## config.mk

```make
export PLATFORM = sky130hd
export DESIGN_NAME = iic_txn_ctrl
export DESIGN_NICKNAME = d
export VERILOG_FILES = /design/src/rtl/iic_txn_ctrl.sv
export SDC_FILE = /design/constraint.sdc
export NUM_CORES = 1
export LEC_CHECK = 0
export ABC_AREA = 1
export CORE_ASPECT_RATIO = 0.5
export CORE_MARGIN = 2
export CORE_UTILIZATION = 50
export CTS_CLUSTER_SIZE = 25
export DETAILED_ROUTE_END_ITERATION = 12
export GPL_TIMING_DRIVEN = 0
export HOLD_SLACK_MARGIN = 0.03
export PLACE_DENSITY = 0.76
export SLEW_MARGIN = 20
export SYNTH_ARGS = -nofsm -noshare
export SYNTH_HDL_FRONTEND = slang
export SYNTH_SLANG_ARGS = --single-unit
```

## constraint.sdc

```tcl
create_clock -name clock -period 2.4 [get_ports clock]
set_clock_uncertainty 0.1 [all_clocks]
set_input_delay 0.6 -clock clock [delete_from_list [all_inputs] [get_ports clock]]
set_output_delay 0.6 -clock clock [all_outputs]
set_load 0.05 [all_outputs]
```

## src/rtl/iic_txn_ctrl.sv

```systemverilog
// iic_txn_ctrl: expands single-byte register read/write commands into iic_core start/stop/rw/din pulse sequences.
// Optional watchdog per core operation enabled by defining IIC_TIMEOUT_EN.
module iic_txn_ctrl #(
  parameter int GAP_CYCLES     = 2,
  parameter int TIMEOUT_CYCLES = 4096
) (
  input  logic       clock,
  input  logic       reset,
  input  logic       cmd_valid,
  output logic       cmd_ready,
  input  logic       cmd_rw,
  input  logic [6:0] cmd_dev,
  input  logic [7:0] cmd_reg,
  input  logic [7:0] cmd_wdata,
  output logic       rsp_valid,
  output logic [7:0] rsp_rdata,
  output logic       rsp_err,
  output logic       ctrl_busy,
  output logic       iic_start,
  output logic       iic_stop,
  output logic       iic_rw,
  output logic [7:0] iic_din,
  input  logic       iic_busy,
  input  logic [7:0] iic_dout
);
  typedef enum logic [2:0] {IDLE, GAP, ISSUE, WAIT_HI, WAIT_LO, RESP, ABORT} state_t;
  if (GAP_CYCLES < 1 || TIMEOUT_CYCLES < 1) begin : g_bad_cfg
    $error("iic_txn_ctrl: GAP_CYCLES and TIMEOUT_CYCLES must be >= 1");
  end
  state_t      state;
  logic        rd;
  logic [6:0]  dev;
  logic [7:0]  rg;
  logic [7:0]  wdata;
  logic [2:0]  step;
  logic [15:0] gap_cnt;
  logic        last;
  logic        is_stop;
  logic        op_rw;
  logic [7:0]  op_din;
  // Reads close with STOP and re-address with a fresh START; no repeated START.
  always_comb begin
    last    = rd ? step == 3'd5 : step == 3'd3;
    is_stop = rd ? (step == 3'd2 || step == 3'd5) : step == 3'd3;
    op_rw   = rd && step == 3'd4;
    op_din  = step == 3'd0 ? {dev, 1'b0} :
              step == 3'd1 ? rg :
              (!rd && step == 3'd2) ? wdata :
              (rd && step == 3'd3) ? {dev, 1'b1} : 8'h00;
  end
`ifdef IIC_TIMEOUT_EN
  logic [31:0] tmo_cnt;
  logic        tmo_hit;
  assign tmo_hit = tmo_cnt == 32'(TIMEOUT_CYCLES - 1);
`else
  assign rsp_err = 1'b0;
`endif
  always_ff @(posedge clock) begin
    if (reset) begin
      state     <= IDLE;
      step      <= 3'd0;
      gap_cnt   <= 16'd0;
      rd        <= 1'b0;
      dev       <= 7'd0;
      rg        <= 8'd0;
      wdata     <= 8'd0;
      cmd_ready <= 1'b0;
      rsp_valid <= 1'b0;
      rsp_rdata <= 8'd0;
      ctrl_busy <= 1'b0;
      iic_start <= 1'b0;
      iic_stop  <= 1'b0;
      iic_rw    <= 1'b0;
      iic_din   <= 8'd0;
`ifdef IIC_TIMEOUT_EN
      rsp_err   <= 1'b0;
      tmo_cnt   <= 32'd0;
`endif
    end else begin
      iic_start <= 1'b0;
      iic_stop  <= 1'b0;
      rsp_valid <= 1'b0;
`ifdef IIC_TIMEOUT_EN
      tmo_cnt   <= tmo_cnt + 32'd1;
`endif
      case (state)
        IDLE: begin
          cmd_ready <= 1'b1;
          if (cmd_valid && cmd_ready) begin
            rd        <= cmd_rw;
            dev       <= cmd_dev;
            rg        <= cmd_reg;
            wdata     <= cmd_wdata;
            step      <= 3'd0;
            gap_cnt   <= 16'd0;
            cmd_ready <= 1'b0;
            ctrl_busy <= 1'b1;
            state     <= GAP;
`ifdef IIC_TIMEOUT_EN
            rsp_err   <= 1'b0;
`endif
          end
        end
        GAP: begin
          gap_cnt <= gap_cnt + 16'd1;
          if (gap_cnt == 16'(GAP_CYCLES - 1)) state <= ISSUE;
        end
        ISSUE: if (!iic_busy) begin
          iic_start <= !is_stop;
          iic_stop  <= is_stop;
          iic_rw    <= op_rw;
          iic_din   <= op_din;
          state     <= WAIT_HI;
`ifdef IIC_TIMEOUT_EN
          tmo_cnt   <= 32'd0;
`endif
        end
        WAIT_HI: if (iic_busy) state <= WAIT_LO;
        WAIT_LO: if (!iic_busy) begin
          if (op_rw) rsp_rdata <= iic_dout;
          if (last) begin
            rsp_valid <= 1'b1;
            state     <= RESP;
          end else begin
            step    <= step + 3'd1;
            gap_cnt <= 16'd0;
            state   <= GAP;
          end
        end
        RESP: begin
          cmd_ready <= 1'b1;
          ctrl_busy <= 1'b0;
          state     <= IDLE;
        end
`ifdef IIC_TIMEOUT_EN
        // Best-effort bus release after a stuck operation; give up if busy never drops.
        ABORT: if (!iic_busy || tmo_hit) begin
          iic_stop  <= !iic_busy;
          iic_rw    <= 1'b0;
          iic_din   <= 8'd0;
          rsp_valid <= 1'b1;
          rsp_err   <= 1'b1;
          state     <= RESP;
        end
`endif
        default: state <= IDLE;
      endcase
`ifdef IIC_TIMEOUT_EN
      if (tmo_hit && ((state == WAIT_HI && !iic_busy) || (state == WAIT_LO && iic_busy))) begin
        if (is_stop) begin
          rsp_valid <= 1'b1;
          rsp_err   <= 1'b1;
          state     <= RESP;
        end else begin
          tmo_cnt <= 32'd0;
          state   <= ABORT;
        end
      end
`endif
    end
  end
endmodule

```

==> key figures <==
Clock tree
  – Clk root buf: clkbuf_16
  – Clk sinks: 68
  – Reg clk slew, reported paths: 0.06 ns
  – Clock Latency Late Sink: 0.34 ns
  – Hold Buf Count CTS: 0
  – CTS Buf Count: 9
  – CTS tree: built
  – Maximum root-to-sink buffer count: 2
  – Htree depth: 3
  – CTS resizes: 0
  – Setup Buffers After CTS: 0

STA
  – Final setup violation count: 0
  – Pins Over Slew Limit: 0
  – Final min period: 2.21 ns
  – Tcrit/Tclk final: 0.921
  – RSZ-0062 raised after global routing: no
  – Slew @ Worst Pin: 0.608 ns
  – Fmax achieved: 0.452 GHz
  – Hold Violations, Final: 0
  – Slew margin rel.: 0.595
  – TNS Setup: 0 ns

Setup path
  – WP data arrival: 1.51 ns
  – Crit start category: flip-flop
  – Top Family by Delay on Critical Path: buffers and inverters
  – Slowest cell on crit path: clkdlybuf4s50_1
  – Worst path cell trace: clkdlybuf4s50_1
  – Buffers & Inverters on Critical Path: 1
  – Crit-path max cell delay: 0.82 ns
  – CP required: 1.70 ns
  – Critical path capture point type: output port
  – Critical path type: reg2out
  – Worst Path Max Fanout: 4

Synthesis
  – Top_reg_cell synth: dfxtp_1
  – Syn avg cell area: 7.02 sq um
  – Async S/R FF share, synth: 0
  – Post-synthesis sequential area ratio: 0.392
  – Post-Syn Instances: 494
  – Yosys warnings: 0
  – Synth area leader: dfxtp_1
  – Syn Std Cell Area: 3470 sq um
  – Most frequent cells after synthesis: nand2_1 (95), dfxtp_1 (68), nor2_1 (55)
  – Post-synth EDFFs: 0
  – Top cells by area, synth: dfxtp_1 (39%), nand2_1 (10%), a21oi_1 (7.8%)
  – Yosys top cell area share: 0.392
  – Netlist cell types: 34
  – Synthesis-stage register bit count: 68
  – Most frequent cell after synthesis: nand2_1
  – Post-synthesis net count: 537

Global routing
  – GRT Total Usage: 0.230
  – Largest net degree at the start of global routing: 13
  – Initial antenna violation count: 0
  – First-pass GRT wire length: 13800 um
  – GR Overflow Total: 0
  – Vias in the first global route: 3028

Drt
  – Vias per inst: 5.14
  – Iteration-0 DRC Markers: 229
  – Routed wire length per instance: 12.7 um
  – Via count: 3385
  – Final wirelength: 8370 um
  – DRC Markers: 0
  – Post-DRT Antenna Nets: 0
  – DR pass1 iterations: 4

Place
  – Dpl cells: 642
  – Dpl cell area: 4150 sq um
  – IO Port Bufs: 56
  – Dpl hpwl: 5980 um
  – Gpl congestion: 0.868

Power
  – PD cells: 954 nW/um^2
  – Leak pwr: 0.00173 uW
  – Peak supply drop: 0.459 mV

Final layout
  – Fin nets: 604
  – Final Instance Count excl. Fillers: 658
  – Diodes inserted: 0
  – Design area: 4470 sq um
  – Synth-to-layout area growth: 28.9%
  – Share of cells above drive strength 1: 0.122

Die
  – Initial Util: 0.518
  – Die Area: 7660 sq um
  – Row count: 21
  – Die H: 62.9 um
  – Core area: 6700 sq um
  – Io pins: 59
  – Die W: 122 um

Min path
  – Worst min-delay path category: reg2reg

Status
  – Status: complete, no violations

Run
  – Max-Cap Viols: 0
-- layer usage --
metal,wire (um),global-route usage,vias up
met1,3860,0.281,1557
met4,118,0.0603,0
met3,514,0.0849,11
met2,3880,0.383,78
li1,-,-,1739
met5,0,0,-
-- worst min-delay path, cell delays in order, from the launching register on --
cell and delay, ns:
dfxtp_1 0.31, inv_1 0.04, a21oi_1 0.05
-- final timing paths --
path / startpoint / end / slack, ns / cells after the start
setup / recovery: cmd_ready$_SDFFE_PP0P_ / cmd_ready / 0.19 / 1
setup reg to reg: step[0]$_SDFFE_PP0P_ / gap_cnt[8]$_SDFFE_PP0P_ / 0.60 / 9
hold / removal: rg[0]$_SDFFE_PP0P_ / rg[0]$_SDFFE_PP0P_ / 0.35 / 2
hold reg to reg: rg[0]$_SDFFE_PP0P_ / rg[0]$_SDFFE_PP0P_ / 0.35 / 2
-- per-stage QoR --
| stage | hold slack [ns] | setup WS (ns) | util | power, uW |
|---|---|---|---|---|
| global placement | 0.335 | 0.195 | 0.619 | 2840 |
| global route | 0.365 | 0.139 | 0.667 | 4510 |
| CTS | 0.345 | 0.174 | 0.667 | 4290 |
| detailed placement | 0.336 | 0.195 | 0.619 | 2860 |
| finish | 0.346 | 0.189 | 0.667 | 4270 |
| floorplan | 0.324 | 0.769 | - | 2490 |
-- cell type report --
cell class | instances | area, sq um
fillers | 596 | 2230
multi-input cells | 346 | 1760
flip-flops and latches | 68 | 1360
repair buffers | 56 | 561
clock buffers | 10 | 239
inverters | 58 | 218
plain buffers | 22 | 135
well taps | 92 | 115
clock inverters | 6 | 87.6
-- cells by family after synthesis --
logic type	after synthesis	share of synthesized area
simple gates	226	0.304
buf+inv	80	0.102
flops	68	0.392
compound gates	112	0.176
fa+ha+maj	7	0.0252
other cells	1	0.00108
-- where the power goes --
part	internal, uW	switching [uW]
clock	936	487
sequential	1290	87.5
combinational	508	959
total	2730	1530
-- layout by cell type (no fill, tap or decap), types with 2 or more instances in the layout --
cell type / instances
o21ai_0: 43
buf_6: 3
clkinv_2: 2
a21oi_1: 54
buf_4: 3
clkbuf_16: 9
nor2_1: 55
nor3_4: 2
a21oi_2: 10
dfxtp_1: 68
nand4_1: 8
nand3_1: 40
nand2_1: 95
bufinv_16: 2
nand3_2: 2
clkbuf_1: 9
nor3_1: 2
buf_2: 5
nand2_2: 11
clkdlybuf4s50_1: 56
ha_1: 7
or2_2: 5
clkinv_4: 2
inv_2: 5
inv_1: 53
-- sequential cells by signal, summed over array words and instances (netlist names) --
signal and flops:
rsp_valid 1, iic_din 8, ctrl_busy 1, wdata 8
rg 8, rd 1, gap_cnt 16, rsp_rdata 8
iic_stop 1, state 3, iic_start 1, step 3
dev 7, cmd_ready 1, iic_rw 1
Note: power is estimated with default switching activity, not from simulation.
